$ cat src/rtl/alu_operand_loader_if.sv
// Operand/mode bundle between the board-side entry block and the ALU input register.
// The master side (the loader) samples switches/buttons and drives the committed bundle.
interface alu_operand_loader_if #(
  parameter int n = 4
);
  logic [n-1:0] sw;
  logic         btn_enter;
  logic         btn_clear;
  logic [n-1:0] in1;
  logic [n-1:0] in2;
  logic [3:0]   mode;
  logic         valid;
  logic [1:0]   state;
  logic [7:0]   op_count;

  modport master (
    input  sw, btn_enter, btn_clear,
    output in1, in2, mode, valid, state, op_count
  );

  modport slave (
    output sw, btn_enter, btn_clear,
    input  in1, in2, mode, valid, state, op_count
  );
endinterface

$ cat src/rtl/alu_operand_loader.sv
// Debounced two-button operand entry: stages A and B, then commits {in1, in2, mode}
// atomically with a one-cycle valid pulse.
module alu_operand_loader #(
  parameter int n          = 4,
  parameter int DEB_CYCLES = 4
) (
  input  logic                   clk,
  input  logic                   reset,
  alu_operand_loader_if.master   bus
);

  localparam int CNT_W = (DEB_CYCLES > 1) ? $clog2(DEB_CYCLES) : 1;
  localparam logic [CNT_W-1:0] CNT_LAST = CNT_W'(DEB_CYCLES - 1);

  typedef enum logic [1:0] {
    LOAD_A  = 2'b00,
    LOAD_B  = 2'b01,
    LOAD_OP = 2'b10,
    SHOW    = 2'b11
  } state_t;

  // Rising edge of the debounced level, seen combinationally on the edge it is taken.
  function automatic logic deb_rise(input logic synced, input logic stable_lvl,
                                    input logic [CNT_W-1:0] cnt);
    return synced & ~stable_lvl & (cnt == CNT_LAST);
  endfunction

  logic [1:0]       btn_raw;
  logic [1:0]       sync_p0;
  logic [1:0]       sync_p1;
  logic [1:0]       stable;
  logic [CNT_W-1:0] deb_cnt [2];
  logic             enter_press;
  logic             clear_press;

  state_t           state_q;
  state_t           state_d;
  logic             load_a;
  logic             load_b;
  logic             commit;
  logic             clear_stage;

  logic [n-1:0]     a_stage;
  logic [n-1:0]     b_stage;
  logic [n-1:0]     in1_q;
  logic [n-1:0]     in2_q;
  logic [3:0]       mode_q;
  logic [3:0]       sw_mode;
  logic             valid_q;
  logic [7:0]       op_count_q;

  assign btn_raw = {bus.btn_clear, bus.btn_enter};

  // Stage p0/p1: two-flop synchroniser, then per-button debounce counter
  always_ff @(posedge clk) begin
    if (reset) begin
      sync_p0 <= '0;
      sync_p1 <= '0;
      stable  <= '0;
      for (int i = 0; i < 2; i++) deb_cnt[i] <= '0;
    end else begin
      sync_p0 <= btn_raw;
      sync_p1 <= sync_p0;
      for (int i = 0; i < 2; i++) begin
        if (sync_p1[i] != stable[i]) begin
          if (deb_cnt[i] == CNT_LAST) begin
            stable[i]  <= sync_p1[i];
            deb_cnt[i] <= '0;
          end else begin
            deb_cnt[i] <= deb_cnt[i] + CNT_W'(1);
          end
        end else begin
          deb_cnt[i] <= '0;
        end
      end
    end
  end

  assign enter_press = deb_rise(sync_p1[0], stable[0], deb_cnt[0]);
  assign clear_press = deb_rise(sync_p1[1], stable[1], deb_cnt[1]);

  if (n >= 4) begin : g_mode_wide
    assign sw_mode = bus.sw[3:0];
  end else begin : g_mode_narrow
    assign sw_mode = {{(4-n){1'b0}}, bus.sw};
  end

  always_ff @(posedge clk) begin
    if (reset) state_q <= LOAD_A;
    else       state_q <= state_d;
  end

  // Clear dominates: a simultaneous enter press is dropped.
  always_comb begin
    state_d     = state_q;
    load_a      = 1'b0;
    load_b      = 1'b0;
    commit      = 1'b0;
    clear_stage = 1'b0;
    if (clear_press) begin
      state_d     = LOAD_A;
      clear_stage = 1'b1;
    end else if (enter_press) begin
      case (state_q)
        LOAD_A:  begin load_a = 1'b1; state_d = LOAD_B;  end
        LOAD_B:  begin load_b = 1'b1; state_d = LOAD_OP; end
        LOAD_OP: begin commit = 1'b1; state_d = SHOW;    end
        SHOW:    state_d = LOAD_A;
        default: state_d = LOAD_A;
      endcase
    end
  end

  // Stage p2: staging registers and the atomically committed bundle
  always_ff @(posedge clk) begin
    if (reset) begin
      a_stage    <= '0;
      b_stage    <= '0;
      in1_q      <= '0;
      in2_q      <= '0;
      mode_q     <= '0;
      valid_q    <= 1'b0;
      op_count_q <= '0;
    end else begin
      valid_q <= commit;
      if (clear_stage) begin
        a_stage <= '0;
        b_stage <= '0;
      end else begin
        if (load_a) a_stage <= bus.sw;
        if (load_b) b_stage <= bus.sw;
      end
      if (commit) begin
        in1_q      <= a_stage;
        in2_q      <= b_stage;
        mode_q     <= sw_mode;
        op_count_q <= op_count_q + 8'd1;
      end
    end
  end

  assign bus.in1      = in1_q;
  assign bus.in2      = in2_q;
  assign bus.mode     = mode_q;
  assign bus.valid    = valid_q;
  assign bus.state    = state_q;
  assign bus.op_count = op_count_q;

endmodule

$ cat src/flat_wrapper.sv
// flat-port wrapper written by rule: the top's interface ports become plain ports
module alu_operand_loader_flat 
#(
  parameter int n          = 4,
  parameter int DEB_CYCLES = 4
)
  (clk, reset, bus_sw, bus_btn_enter, bus_btn_clear, bus_in1, bus_in2, bus_mode, bus_valid, bus_state, bus_op_count);
  alu_operand_loader_if #(.n(n)) bus_i ();
  input  logic clk;
  input  logic reset;
  input wire logic [$bits(bus_i.sw)-1:0] bus_sw;
  input wire logic [$bits(bus_i.btn_enter)-1:0] bus_btn_enter;
  input wire logic [$bits(bus_i.btn_clear)-1:0] bus_btn_clear;
  output wire logic [$bits(bus_i.in1)-1:0] bus_in1;
  output wire logic [$bits(bus_i.in2)-1:0] bus_in2;
  output wire logic [$bits(bus_i.mode)-1:0] bus_mode;
  output wire logic [$bits(bus_i.valid)-1:0] bus_valid;
  output wire logic [$bits(bus_i.state)-1:0] bus_state;
  output wire logic [$bits(bus_i.op_count)-1:0] bus_op_count;
  assign bus_i.sw = bus_sw;
  assign bus_i.btn_enter = bus_btn_enter;
  assign bus_i.btn_clear = bus_btn_clear;
  assign bus_in1 = bus_i.in1;
  assign bus_in2 = bus_i.in2;
  assign bus_mode = bus_i.mode;
  assign bus_valid = bus_i.valid;
  assign bus_state = bus_i.state;
  assign bus_op_count = bus_i.op_count;
  alu_operand_loader #(.n(n), .DEB_CYCLES(DEB_CYCLES)) u_core (.clk(clk), .reset(reset), .bus(bus_i));
endmodule
$ cat config.mk
export PLATFORM = sky130hd
export DESIGN_NAME = alu_operand_loader_flat
export DESIGN_NICKNAME = d
export VERILOG_FILES = /design/src/rtl/alu_operand_loader_if.sv /design/src/rtl/alu_operand_loader.sv /design/src/flat_wrapper.sv
export SDC_FILE = /design/constraint.sdc
export NUM_CORES = 1
export LEC_CHECK = 0
export ABC_CLOCK_PERIOD_IN_PS = 1440
export BUFFER_PORTS_ARGS = -buffer_cell sky130_fd_sc_hd__buf_2
export CORE_MARGIN = 2
export CORE_UTILIZATION = 40
export CTS_BUF_LIST = sky130_fd_sc_hd__clkbuf_4 sky130_fd_sc_hd__clkbuf_8 sky130_fd_sc_hd__clkbuf_16
export CTS_CLUSTER_SIZE = 24
export DETAILED_ROUTE_END_ITERATION = 6
export SLEW_MARGIN = 20
export SYNTH_ARGS = -nofsm -noshare
export SYNTH_HDL_FRONTEND = slang
export SYNTH_SLANG_ARGS = --single-unit
$ cat constraint.sdc
create_clock -name clk -period 1.44 [get_ports clk]
set_input_delay 0.216 -clock clk [delete_from_list [all_inputs] [get_ports clk]]
set_output_delay 0.216 -clock clk [all_outputs]
set_load 0.01 [all_outputs]
Word-level counts from Yosys, hierarchy flattened:

Memory sizes are Yosys's and may differ from the RTL's.
Cells that the tools add are included.
W data, S select, Z words.

* bits in registers: 37
* RAM bits: 4
* input bits: 8
* output and inout port bits: 23
* logic and storage cells: 81
* memories: 1

* $add $sub $neg: 3
* equal/unequal tests: 7
* mux-type cells: 41
* bitwise gates (word level): 12
* reductions and logical operators: 5

Memory list
* u_core.deb_cnt: words 2, bits a word 2, rd ports 2, clocked after Yosys merged registers in 0, write ports 2, line alu_operand_loader.sv:32 `logic [CNT_W-1:0] deb_cnt [2];`

Operators with widths (number)
* $mux W1: 34
* $mux W2: 6
* $add A8 B1 Y8 const B: 1
* $eq A2 B2 Y1 const B: 4
* $pmux W2 S4: 1
* $or A1 B1 Y1: 6
* $add A2 B1 Y2 const B: 2
* $and A1 B1 Y1: 4
* $reduce_and A2 Y1: 2
* $reduce_or A2 Y1: 2
* $eq A2 B1 Y1 const B: 1
* $logic_not A2 Y1: 1
* $ne A1 B1 Y1: 2
* $not A1 Y1: 2

Logic depth before layout (Yosys ltp):

* word-level depth: 8
* depth in mapped cells: 8
* gate-level depth less buffers: 6

Worst setup path after synthesis:

No wires, ideal clock.

* path kind: reg-to-reg
* from: memory u_core.deb_cnt[1][0] (netlist name)
* to: register u_core.op_count_q[7], in the netlist u_core.bus.op_count[7]
* setup time: 128 ps
* arrival: 1373 ps
* required time: 1312 ps
* setup slack: -61 ps
* stages on the path, launching flop included: 7
* buffers on the path: 1
* clock period less this slack: 1501 ps
* cell sequence: edfxtp_1 -> ha_1 -> and2_1 -> buf_6 -> nor4_2 -> xnor2_1 -> nor2_1

RTL lines
* from (decl): line alu_operand_loader.sv:32
* to (signal assigned): line alu_operand_loader.sv:137 `op_count_q <= op_count_q + 8'd1;`
* to (decl): line alu_operand_loader.sv:50 `logic [7:0] op_count_q;`

==> flow_summary.html <==
<table>
<tr><th>Metric</th><th>Value</th></tr>
<tr><th colspan="2">Final layout</th></tr>
<tr><td>Number of fillers in the final layout</td><td>373</td></tr>
<tr><td>Footprint of the multi-input gates</td><td>875 µm²</td></tr>
<tr><td>Final Instance Area</td><td>2200 µm²</td></tr>
<tr><td>Seq. cell area</td><td>861 µm²</td></tr>
<tr><td>Synth-to-Final Area Change</td><td>29.5%</td></tr>
<tr><td>Total inserted antenna cells</td><td>0</td></tr>
<tr><td>Number of nets in the finished design</td><td>248</td></tr>
<tr><td>Final design utilization</td><td>54.2%</td></tr>
<tr><td>Ratio of cells with drive above 1 in the final layout</td><td>30.3%</td></tr>
<tr><th colspan="2">Timing</th></tr>
<tr><td>FMAX</td><td>722 MHz</td></tr>
<tr><td>Post-route clock skew</td><td>0.00248 ns</td></tr>
<tr><td>Final setup viols</td><td>0</td></tr>
<tr><td>Final number of hold-violating endpoints</td><td>0</td></tr>
<tr><td>Number of pins exceeding their max-slew limit in the final report</td><td>0</td></tr>
<tr><td>Setup total negative slack</td><td>0 ns</td></tr>
<tr><td>Shortest period the worst path allows</td><td>1.38 ns</td></tr>
<tr><td>Crit share post-route</td><td>96.1%</td></tr>
<tr><th colspan="2">Clock tree</th></tr>
<tr><td>Clock transition at the registers of the reported paths</td><td>0.07 ns</td></tr>
<tr><td>CTS hold repair buffers</td><td>0</td></tr>
<tr><td>CTS tree</td><td>built</td></tr>
<tr><td>Clock latency on the worst-skew pair</td><td>0.29 ns</td></tr>
<tr><td>Library cell used as clock root buffer</td><td>sky130_fd_sc_hd__clkbuf_8</td></tr>
<tr><td>H-tree lvl count</td><td>2</td></tr>
<tr><td>Deepest clock path buffer count</td><td>2</td></tr>
<tr><td>Number of buffers added by the clock tree synthesis step</td><td>5</td></tr>
<tr><td>Total number of clock tree sinks</td><td>41</td></tr>
<tr><th colspan="2">GRT</th></tr>
<tr><td>Global-route wire length before repair</td><td>5600 µm</td></tr>
<tr><td>Grt ovf</td><td>0</td></tr>
<tr><td>Pin count of the biggest net entering global routing</td><td>13</td></tr>
<tr><td>Vias in the first global route</td><td>1228</td></tr>
<tr><td>Gr usage total</td><td>14.7%</td></tr>
<tr><td>Number of antenna violations at the first check in global routing</td><td>0</td></tr>
<tr><th colspan="2">Min path</th></tr>
<tr><td>Kind of path behind the tightest hold check</td><td>input pin to flop</td></tr>
<tr><th colspan="2">Critical path</th></tr>
<tr><td>Kind of start point of the critical path</td><td>flop</td></tr>
<tr><td>CP Data Arrival Time</td><td>1.57 ns</td></tr>
<tr><td>Crit path capture type</td><td>flop</td></tr>
<tr><td>Critical path start-end classification</td><td>flop to flop</td></tr>
<tr><td>Critical-path maximum fanout</td><td>7</td></tr>
<tr><td>Crit path required time</td><td>1.63 ns</td></tr>
<tr><th colspan="2">Synth</th></tr>
<tr><td>Sequential share of the synthesized area</td><td>50.7%</td></tr>
<tr><td>Synth area leader</td><td>sky130_fd_sc_hd__dfxtp_1</td></tr>
<tr><td>Yosys warning total</td><td>0</td></tr>
<tr><td>Area fraction of the dominant cell type after synthesis</td><td>43.6%</td></tr>
<tr><td>Number of distinct library cells after synthesis</td><td>31</td></tr>
<tr><td>Main area contributors after synthesis</td><td>sky130_fd_sc_hd__dfxtp_1 44%, sky130_fd_sc_hd__nand2_1 9.1%, sky130_fd_sc_hd__a21oi_1 7.1%, sky130_fd_sc_hd__edfxtp_1 7.1%, sky130_fd_sc_hd__ha_1 6.6%</td></tr>
<tr><td>Area of the mapped netlist</td><td>1700 µm²</td></tr>
<tr><td>Post-Synthesis Mean Instance Area</td><td>9.28 µm²</td></tr>
<tr><td>Synthesized flop and latch total</td><td>41</td></tr>
<tr><td>Count of mapped cells out of synthesis</td><td>183</td></tr>
<tr><th colspan="2">Die</th></tr>
<tr><td>Die area</td><td>4790 µm²</td></tr>
<tr><td>Starting utilization of the core area</td><td>41.9%</td></tr>
<tr><td>Floorplan die width</td><td>69.2 µm</td></tr>
<tr><td>Core Footprint</td><td>4060 µm²</td></tr>
<tr><td>Total number of placement rows</td><td>23</td></tr>
<tr><td>Die height</td><td>69.2 µm</td></tr>
<tr><td>Top-Level Pins</td><td>31</td></tr>
<tr><th colspan="2">Placed design</th></tr>
<tr><td>Port Buffers</td><td>30</td></tr>
<tr><td>Detailed placement HPWL</td><td>2410 µm</td></tr>
<tr><td>Total placed instance area</td><td>2050 µm²</td></tr>
<tr><td>Final estimated routing congestion in global placement</td><td>0.781</td></tr>
<tr><th colspan="2">Detailed routing</th></tr>
<tr><td>Post-DRT Antenna Nets</td><td>0</td></tr>
<tr><td>Total number of vias</td><td>1324</td></tr>
<tr><td>Initial DRT Pass Iterations</td><td>4</td></tr>
<tr><td>WL/cell</td><td>11.5 µm</td></tr>
<tr><td>Final WL</td><td>3240 µm</td></tr>
<tr><td>Remaining DRCs</td><td>0</td></tr>
<tr><td>DR iter-0 viols</td><td>48</td></tr>
<tr><td>Per-cell via count in the routed design</td><td>4.71</td></tr>
<tr><th colspan="2">Run status</th></tr>
<tr><td>Run status</td><td>finished clean</td></tr>
<tr><th colspan="2">Power</th></tr>
<tr><td>Highest ir drop seen on vdd</td><td>0.488 mV</td></tr>
<tr><td>Power density over cell area</td><td>919 nW/µm²</td></tr>
<tr><td>Leak Pwr</td><td>0.862 nW</td></tr>
<tr><th colspan="2">Flow run</th></tr>
<tr><td>Total of max-cap violations</td><td>0</td></tr>
</table>
==> state kept, by name (all words and copies together), names as in the netlist, 4 cells and up <==
| name | flops |
|---|---|
| u_core.a_stage | 4 |
| u_core.b_stage | 4 |
| u_core.bus.in1 | 4 |
| u_core.bus.in2 | 4 |
| u_core.bus.mode | 4 |
| u_core.bus.op_count | 8 |
| u_core.deb_cnt | 4 |
==> final cells by class <==
type / instances / share of cell area [%]
inverter: 6 / 1.02
clock buffer: 7 / 4.09
timing repair buffer: 46 / 13.2
sequential: 41 / 39.1
tap: 50 / 2.84
multi-input combinational: 131 / 39.7
==> final timing paths <==
kind                                      startpoint                     end  slack (ns)  depth (start not counted)
worst max register to register  u_core.deb_cnt[1][0]  u_core.bus.op_count[6]        0.06                          5
worst min-delay path                   bus_btn_clear       u_core.sync_p0[1]        0.13                          2
worst min register to register     u_core.sync_p0[1]       u_core.sync_p1[1]        0.44                          1
worst max-delay path            u_core.deb_cnt[1][0]  u_core.bus.op_count[6]        0.06                          5
==> where the power goes <==
group	switching [W]	internal, W	leakage, nW	total, W
Combinational	0.0000465	0.0000377	0.474	0.0000842
Sequential	0.00000615	0.00116	0.340	0.00117
Clock	0.000371	0.000399	0.0477	0.000770
==> layer usage <==
metal  share of wire (%)  GRT usage [%]  vias up  wire (µm)
li1                    -              -      702          -
met2                  45           21.9       30       1450
met4                 1.8           7.19        0         59
met1                  50           19.7      585       1610
met3                 3.9           4.07        7        126
met5                   0              0        -          0
==> per-stage QoR <==
| step | hold WS [ns] | power, W | std cells | setup WS, ns |
|---|---|---|---|---|
| 6_report | 0.133 | 0.00202 | 281 | 0.0557 |
| 3_3_place_gp | 0.418 | 0.00127 | 273 | -0.0654 |
| 5_1_grt | 0.136 | 0.00211 | 281 | -0.00798 |
| 3_5_place_dp | 0.426 | 0.00127 | 273 | -0.106 |
| 2_1_floorplan | 0.288 | 0.00123 | 186 | 0.00206 |
| 4_1_cts | 0.127 | 0.00204 | 280 | 0.000312 |
==> placed cells by master (no fill, tap or decap), drive strengths merged <==
cell and n:
buf 46, nand2 42, dfxtp 37, a21oi 24, nor2 11, nand3 11, ha 9, xnor2 7
clkbuf 7, inv 6, nor4 5, nor2b 4, edfxtp 4, conb 4, nor4b 3, and2 2
nor3 2, a31oi 2, nand4 2, nand2b 1, a211oi 1, nor3b 1
==> cell families (layout without fill, tap and decap cells) <==
logic type / Yosys count / in the layout / share of synthesized area, %
and+or+nand+nor: 84 / 84 / 26.7
DFF: 41 / 41 / 50.7
AOI/OAI and AO/OA: 27 / 27 / 8.25
buffers and inverters: 14 / 59 / 3.90
adders and majority gates: 9 / 9 / 6.63
xor gates and xnor gates: 7 / 7 / 3.61
other: 1 / 4 / 0.221
==> critical path: stages (launching register included) <==
cell	delay [ns]
sky130_fd_sc_hd__edfxtp_1	0.41
sky130_fd_sc_hd__ha_2	0.19
sky130_fd_sc_hd__and2_4	0.19
sky130_fd_sc_hd__nor4_4	0.29
sky130_fd_sc_hd__xnor2_1	0.15
sky130_fd_sc_hd__nor2_1	0.05
==> synthesized netlist by cell type (all sizes together) <==
| master | instances |
|---|---|
| ha | 9 |
| dfxtp | 37 |
| nand3 | 11 |
| edfxtp | 4 |
| nand2 | 42 |
| xnor2 | 7 |
| a211oi | 1 |
| conb | 1 |
| clkbuf | 4 |
| nor2 | 11 |
| nand4 | 2 |
| nor3 | 2 |
| a31oi | 2 |
| and2 | 2 |
| nor3b | 1 |
| a21oi | 24 |
| buf | 4 |
| nor4 | 5 |
| nor4b | 3 |
| nor2b | 4 |
| inv | 6 |
| nand2b | 1 |
==> repair_timing <==
item / CTS / global route
setup buffers: 0 / 1
pin swaps: 0 / 4
resized for setup: 2 / 10
gates cloned: 0 / 0
hold endpoints to repair: 0 / 0
endpoints found under the setup margin: 19 / 25
Power figures use the tool's default switching activity.
